**config.mk**
```make
export PLATFORM = sky130hd
export DESIGN_NAME = program_loader
export DESIGN_NICKNAME = d
export VERILOG_FILES = /design/src/rtl/program_loader.sv
export SDC_FILE = /design/constraint.sdc
export NUM_CORES = 1
export LEC_CHECK = 0
export CORE_UTILIZATION = 59
export CTS_CLUSTER_SIZE = 16
export DETAILED_ROUTE_END_ITERATION = 10
export PLACE_DENSITY = 0.95
export SETUP_SLACK_MARGIN = 0.15
export SYNTH_ARGS = -nofsm -noshare
export SYNTH_HDL_FRONTEND = slang
export SYNTH_SLANG_ARGS = --single-unit
```
**constraint.sdc**
```tcl
create_clock -name clk -period 3.35 [get_ports clk]
set_clock_uncertainty 0.1 [all_clocks]
set_input_delay 0.67 -clock clk [delete_from_list [all_inputs] [get_ports clk]]
set_output_delay 0.67 -clock clk [all_outputs]
set_load 0.03 [all_outputs]
```
**src/rtl/program_loader.sv**
```systemverilog
// program_loader: framed byte-stream loader feeding the MC14500B program-memory
// write port. Frame = SYNC_BYTE, LEN, LEN x (CMD_HI, CMD_LO) [, CHK].
// The CPU is held in reset from SYNC until a frame completes cleanly.
// Optional build macro: PROGRAM_LOADER_CHECKSUM_EN adds a trailing XOR checksum
// byte (XOR of LEN and every command byte) that must match for the frame to load.
//
// state    | meaning
// ---------+-----------------------------------------------------------
// S_IDLE   | hunting for SYNC_BYTE, other bytes discarded
// S_LEN    | expecting the instruction count byte
// S_CMD_HI | expecting the high byte of an instruction word
// S_CMD_LO | expecting the low byte; acceptance issues a write next cycle
// S_CHK    | expecting the checksum byte (checksum build only)
// S_FIN    | one-cycle wrap-up, input stalled; reports done or error
module program_loader #(
  parameter int unsigned ADDR_WIDTH = 8,
  parameter int unsigned CMD_WIDTH  = 12,
  parameter logic [7:0]  SYNC_BYTE  = 8'hA5,
  parameter int unsigned TIMEOUT    = 1000
) (
  input  logic                  clk,
  input  logic                  reset,
  input  logic [7:0]            in_data,
  input  logic                  in_valid,
  output logic                  in_ready,
  output logic                  program_write,
  output logic [ADDR_WIDTH-1:0] program_addr,
  output logic [CMD_WIDTH-1:0]  program_cmd,
  output logic                  cpu_reset,
  output logic                  busy,
  output logic                  done,
  output logic                  error
);

  localparam int unsigned CNT_W    = ADDR_WIDTH + 1;
  localparam int unsigned MAX_LEN  = 1 << ADDR_WIDTH;
  localparam int unsigned TMR_W    = $clog2(TIMEOUT + 1);
  localparam logic [TMR_W-1:0] TMR_LOAD = TMR_W'(TIMEOUT - 1);

  typedef enum logic [2:0] {
    S_IDLE,
    S_LEN,
    S_CMD_HI,
    S_CMD_LO,
`ifdef PROGRAM_LOADER_CHECKSUM_EN
    S_CHK,
`endif
    S_FIN
  } state_t;

  state_t                state_q, state_d;
  logic                  accept;
  logic                  active;
  logic                  timed_out;
  logic                  len_bad;
  logic                  last_word;
  logic [TMR_W-1:0]      tmr_q;
  logic [CNT_W-1:0]      rem_q;
  logic [ADDR_WIDTH-1:0] idx_q;
  logic [7:0]            hi_q;
  logic [CMD_WIDTH-1:0]  word;
`ifdef PROGRAM_LOADER_CHECKSUM_EN
  logic [7:0]            csum_q;
  logic                  chk_ok_q;
`endif

  // Handshake and frame-condition decode shared by FSM and datapath.
  always_comb begin
    in_ready  = (state_q != S_FIN);
    accept    = in_valid && in_ready;
    active    = (state_q != S_IDLE) && (state_q != S_FIN);
    timed_out = active && !accept && (tmr_q == '0);
    len_bad   = (in_data == 8'd0) || (32'(in_data) > MAX_LEN);
    last_word = (rem_q == CNT_W'(1));
    word      = CMD_WIDTH'({hi_q, in_data});
  end

  // State register.
  always_ff @(posedge clk or negedge reset) begin
    if (!reset) state_q <= S_IDLE;
    else        state_q <= state_d;
  end

  // Next-state logic; a timeout overrides any other transition.
  always_comb begin
    state_d = state_q;
    case (state_q)
      S_IDLE:   if (accept && in_data == SYNC_BYTE) state_d = S_LEN;
      S_LEN:    if (accept) state_d = len_bad ? S_IDLE : S_CMD_HI;
      S_CMD_HI: if (accept) state_d = S_CMD_LO;
      S_CMD_LO: begin
        if (accept) begin
`ifdef PROGRAM_LOADER_CHECKSUM_EN
          state_d = last_word ? S_CHK : S_CMD_HI;
`else
          state_d = last_word ? S_FIN : S_CMD_HI;
`endif
        end
      end
`ifdef PROGRAM_LOADER_CHECKSUM_EN
      S_CHK:    if (accept) state_d = S_FIN;
`endif
      S_FIN:    state_d = S_IDLE;
      default:  state_d = S_IDLE;
    endcase
    if (timed_out) state_d = S_IDLE;
  end

  // Datapath: idle timer, word counters, write port and status flags.
  always_ff @(posedge clk or negedge reset) begin
    if (!reset) begin
      tmr_q         <= '0;
      rem_q         <= '0;
      idx_q         <= '0;
      hi_q          <= '0;
      program_write <= 1'b0;
      program_addr  <= '0;
      program_cmd   <= '0;
      cpu_reset     <= 1'b0;
      busy          <= 1'b0;
      done          <= 1'b0;
      error         <= 1'b0;
`ifdef PROGRAM_LOADER_CHECKSUM_EN
      csum_q        <= '0;
      chk_ok_q      <= 1'b0;
`endif
    end else begin
      program_write <= 1'b0;
      done          <= 1'b0;

      if (accept)                        tmr_q <= TMR_LOAD;
      else if (active && tmr_q != '0)    tmr_q <= tmr_q - 1'b1;

      if (timed_out) begin
        error <= 1'b1;
        busy  <= 1'b0;
      end

      case (state_q)
        S_IDLE: begin
          if (accept && in_data == SYNC_BYTE) begin
            error     <= 1'b0;
            cpu_reset <= 1'b1;
            busy      <= 1'b1;
          end
        end
        S_LEN: begin
          if (accept) begin
            if (len_bad) begin
              error <= 1'b1;
              busy  <= 1'b0;
            end else begin
              rem_q  <= CNT_W'(in_data);
              idx_q  <= '0;
`ifdef PROGRAM_LOADER_CHECKSUM_EN
              csum_q <= in_data;
`endif
            end
          end
        end
        S_CMD_HI: begin
          if (accept) begin
            hi_q   <= in_data;
`ifdef PROGRAM_LOADER_CHECKSUM_EN
            csum_q <= csum_q ^ in_data;
`endif
          end
        end
        S_CMD_LO: begin
          if (accept) begin
            program_write <= 1'b1;
            program_addr  <= idx_q;
            program_cmd   <= word;
            idx_q         <= idx_q + 1'b1;
            rem_q         <= rem_q - 1'b1;
`ifdef PROGRAM_LOADER_CHECKSUM_EN
            csum_q        <= csum_q ^ in_data;
`endif
          end
        end
`ifdef PROGRAM_LOADER_CHECKSUM_EN
        S_CHK: begin
          if (accept) chk_ok_q <= (in_data == csum_q);
        end
`endif
        S_FIN: begin
          busy <= 1'b0;
`ifdef PROGRAM_LOADER_CHECKSUM_EN
          if (chk_ok_q) begin
            done      <= 1'b1;
            cpu_reset <= 1'b0;
          end else begin
            error     <= 1'b1;
          end
`else
          done      <= 1'b1;
          cpu_reset <= 1'b0;
`endif
        end
        default: ;
      endcase
    end
  end

endmodule

```
# Word level (Yosys, flattened, before mapping)
# Index checks and enable logic that the tools add are counted.
dict set report word_totals {
  latch_bits 0
  out_inout_bits 26
  inputBits 11
  ff_bits 59
  mem_bits_rw 0
  memories 0
  mem_bits_ro 0
}
dict set report classes {
  n_bitwise 0
  n_eq_ne 15
  n_reduce_logical 20
  mux 33
  shift 0
  mul 0
  n_lt_le_gt_ge 0
  n_div 0
  add_sub_neg 3
}
# cell count
set ops {}
lappend ops {{$mux W9} 3}
lappend ops {{$mux W8} 3}
lappend ops {{$mux W10} 2}
lappend ops {{$mux W3} 6}
lappend ops {{$pmux W9 S2} 1}
lappend ops {{$pmux W8 S2} 1}
lappend ops {{$ne A3 B3 Y1 const B} 5}
lappend ops {{$mux W1} 12}
lappend ops {{$pmux W3 S4} 1}
lappend ops {{$logic_not A10 Y1} 1}
lappend ops {{$reduce_bool A10 Y1} 1}
lappend ops {{$sub A10 B1 Y10 const B} 1}
lappend ops {{$eq A9 B1 Y1 const B} 1}
lappend ops {{$sub A9 B1 Y9 const B} 1}
lappend ops {{$add A8 B1 Y8 const B} 1}
lappend ops {{$eq A8 B8 Y1 const B} 1}
lappend ops {{$logic_not A8 Y1} 1}
lappend ops {{$ne A2 B2 Y1 const B} 4}
lappend ops {{$reduce_and A4 Y1} 2}
lappend ops {{$eq A3 B2 Y1 const B} 2}
lappend ops {{$logic_and A1 B1 Y1} 6}
lappend ops {{$reduce_and A2 Y1} 3}
lappend ops {{$reduce_bool A2 Y1} 3}
lappend ops {{$pmux W1 S2} 2}
lappend ops {{7 further kinds} 7}

# Logic depth before layout (Yosys ltp)
dict set report logic_depth {
  word_depth 9
  ltp_mapped 7
}

# Worst setup path before layout
# Ideal clock, no wire load.
dict set report synth_path {
  kind {input to register}
  startpoint {input port in_data[1]}
  endpoint {register rem_q[0]}
  slack_ps 1240
  arrival_time_ps 1886
  cell_stages 4
  setup_time_ps 124
  n_path_buf 0
  path_cell_list {or4_4 -> o311ai_4 -> mux2i_1 -> o21ai_1}
}
dict set report synth_between {
  elab_chain_cells 3
}
# element line_no
set synth_rtl {}
lappend synth_rtl {{start: declaration} 23} ;# input logic [7:0] in_data,
lappend synth_rtl {{$logic_not A8 Y1} 73} ;# len_bad = (in_data == 8'd0) || (32'(in_data) > MAX_LEN);
lappend synth_rtl {{$ne A2 B2 Y1 (no source line)} n/a}
lappend synth_rtl {{$reduce_and A4 Y1 (no source line)} n/a}
lappend synth_rtl {{end signal: assignment} 153} ;# rem_q <= CNT_W'(in_data);
lappend synth_rtl {{end signal: assignment} 175} ;# rem_q <= rem_q - 1'b1;
lappend synth_rtl {{end: declaration} 58} ;# logic [CNT_W-1:0] rem_q;
# No other way between the ends.
# A chain may end at the register's enable or synchronous reset.

# Worst setup path in the final report
dict set report layout_path {
  startpoint {register state_q[1]}
  endpoint {output port in_ready}
}
dict set report layout_between {
  elab_chain_cells 1
}
# element line_no
set layout_rtl {}
lappend layout_rtl {{start: declaration} 51} ;# state_t state_q, state_d;
lappend layout_rtl {{start signal: assignment} 81} ;# else state_q <= state_d;
lappend layout_rtl {{$ne A3 B3 Y1} 69} ;# in_ready = (state_q != S_FIN);
lappend layout_rtl {{end: declaration} 25} ;# output logic in_ready,
# No other way between the ends.

==> flow_summary.toml <==
[timing]
fmax_ghz = 0.3739
worst_slack_ns = 0.6755
tightest_slew_ns = 1.075
hold_viol = 0
rsz0062_at_grt = "false"
slew_violations = 0
fin_crit_ns = 2.674
finalCritPeriodShare = 0.7983
slew_headroom = 0.2832
tns_ns = 0
final-setup-viol-count = 0

[floorplanning]
rows = 25
dieArea_sq_um = 5170
pin_count = 37
initial_core_util = 0.6103
die_h_microns = 71.90
coreArea_sq_um = 4723
die_x_microns = 71.90

[hold_path]
worstHoldPathType = "reg2reg"

[clock_tree]
cts_buffers = 9
cts_hold_buffers = 0
clockBufferDepth = 2
clock_latency_ns = 0.34
cts_root_buf = "clkbuf_8"
htreeDepth = 3
cts-resized-gates = 0
post_cts_buffers = 0
tritoncts = "done"
clkTransAtPathRegs_ns = 0.06
cts.sinks = 59

[place]
dp_hpwl_mm = 4.549
gp_congestion = 0.9023
io_buffers = 36
placed_area_sq_um = 3323
dp_slack_ns = 0.5960

[logic_synthesis]
synth_common_cells = "nand2_1, dfrtp_1, nor2_1, o21ai_1, a21oi_1"
yosysMostFrequentCell = "nand2_1"
synth_edf_count = 0
synthArstFlopShare = 1.000
synth.net_count = 319
synth_top_area_frac = 0.5122
ys_top_cells_by_area = "dfrtp_1, nand2_1, nor2_1"
synthDistinctLibCells = 56
synthFlopType = "dfrtp_1"
ys_seq_elements = 59
ys_seq_area_frac = 0.5122
synth_area_sq_um = 2883
synthCells = 303
ys_warn_count = 0
yosys.area.top_type = "dfrtp_1"
synth.avg_cell_area_sq_um = 9.514

[power]
p_clk_frac = 0.456
p_leak_nw = 1.639
p_sw_uw = 332.0
switching_share = 0.2214
internal_power_mw = 1.167
power_density_nw_per_um2 = 424.6
seqPwrFrac = 0.486
power.combinational.fraction = 0.058
peakVddDrop_mv = 0.3519

[finish]
multi_input_area_sq_um = 1321
fin_nets = 362
num-fill-cells = 326
area_growth_pct = 22.48
antenna_cells = 0
register_area_sq_um = 1476
drive_gt1_frac = 0.1111
design_area_sq_um = 3531

[run]
maxCapViolCount = 0

[run_status]
status = "finished clean"

[critical_path]
cp-end-kind = "output port"
arrival_ns = 1.90
path_class = "reg2out"
critical_path_required_ns = 2.58
cp-start-kind = "flip-flop"
cp_max_fo = 11

[route]
postRouteAntennaNets = 0
wire_per_inst_microns = 15.48
remaining_drc_errors = 0
drt_iter0_drc = 169
viasPerCell = 5.696
wl_mm = 6.470
drt_pre_antenna_iters = 4
vias = 2381

[global_routing]
grt_max_degree = 51
grt_overflow = 0
antenna_found_initial = 0
grt_pass1_wl_mm = 10.96
grt_pass1_vias = 2352
track_usage = 0.2785
final timing paths:
check                                        to           start  cells past startpoint  slack (ns)
max in group asynchronous         program_write           reset                      2        1.98
worst max register to register         tmr_q[2]        tmr_q[0]                      6        1.17
worst max-delay path                   in_ready      state_q[1]                      3        0.68
min in group asynchronous       program_cmd[11]           reset                      1        0.43
worst min register to register   program_cmd[7]  program_cmd[7]                      2        0.37
worst min-delay path             program_cmd[7]  program_cmd[7]                      2        0.37
registers in the layout, summed over array words and instances, names as in the netlist, 3 cells and up:
signal and count:
program_addr 8, tmr_q 10, rem_q 9, state_q 3, program_cmd 12, hi_q 4, idx_q 8
placed cells by master (no fill, tap or decap), types with 3 or more instances in the layout:
cell / synthesis / layout
dfrtp_1: 59 / 59
buf_4: 0 / 7
nand4_1: 4 / 4
ha_1: 5 / 5
o21ai_1: 14 / 14
clkdlybuf4s50_1: 0 / 35
nor2_1: 23 / 23
nand2_1: 75 / 75
clkbuf_8: 0 / 9
nor3b_1: 3 / 3
nor4_1: 4 / 4
mux2_2: 4 / 4
a21oi_1: 12 / 12
o21ai_0: 3 / 3
or4_1: 4 / 4
nand3_1: 4 / 4
clkinv_2: 0 / 4
mux2i_1: 3 / 3
inv_1: 8 / 8
xor2_1: 6 / 6
a31oi_1: 3 / 3
nor3_1: 10 / 10
or3_1: 3 / 3
xnor2_1: 3 / 3
through the flow:
stage	hold WS (ns)	total power, mW	util	std cells
4_1_cts	0.3785	1.509	0.7476	418
6_report	0.3722	1.499	0.7476	418
5_1_grt	0.3938	1.548	0.7476	418
2_1_floorplan	0.2744	0.7805	-	303
3_3_place_gp	0.3583	0.8256	0.7036	402
3_5_place_dp	0.3624	0.8273	0.7036	402
final cells by class:
cell class	count	area share
Multi-Input combinational cell	224	0.3742
Timing Repair Buffer	43	0.1155
Sequential cell	59	0.4181
Clock inverter	6	0.02268
Tap cell	67	0.02374
Inverter	9	0.009568
Clock buffer	10	0.03614
cells by family after synthesis:
group / after synthesis / share of synthesized area
DFF: 59 / 0.5122
xor gates and xnor gates: 9 / 0.02735
AOI/OAI and AO/OA: 52 / 0.1285
adders and majority gates: 5 / 0.02170
buffers and inverters: 20 / 0.02951
muxes: 7 / 0.02604
and+or+nand+nor: 151 / 0.2548
routing by layer:
| layer | global-route usage | vias up | share of wire |
|---|---|---|---|
| li1 | - | 1147 | - |
| met1 | 0.3670 | 1119 | 0.43 |
| met2 | 0.4444 | 93 | 0.50 |
| met3 | 0.05694 | 22 | 0.051 |
| met4 | 0.1351 | 0 | 0.024 |
| met5 | 0 | - | 0 |
worst max-delay path, stage by stage, from the launching register on:
cell,delay [ns]
dfrtp_1,0.56
nor2_1,0.14
nand2_1,0.17
clkdlybuf4s50_1,0.70
power by group through the flow:
stage          combinational [mW]  sequential [mW]  clock [mW]
2_1_floorplan              0.0380            0.743           0
3_3_place_gp               0.0849            0.741           0
3_5_place_dp               0.0866            0.741           0
4_1_cts                    0.0879            0.728       0.693
5_1_grt                    0.0969            0.729       0.722
6_report                   0.0870            0.728       0.684
Power figures use the tool's default switching activity.
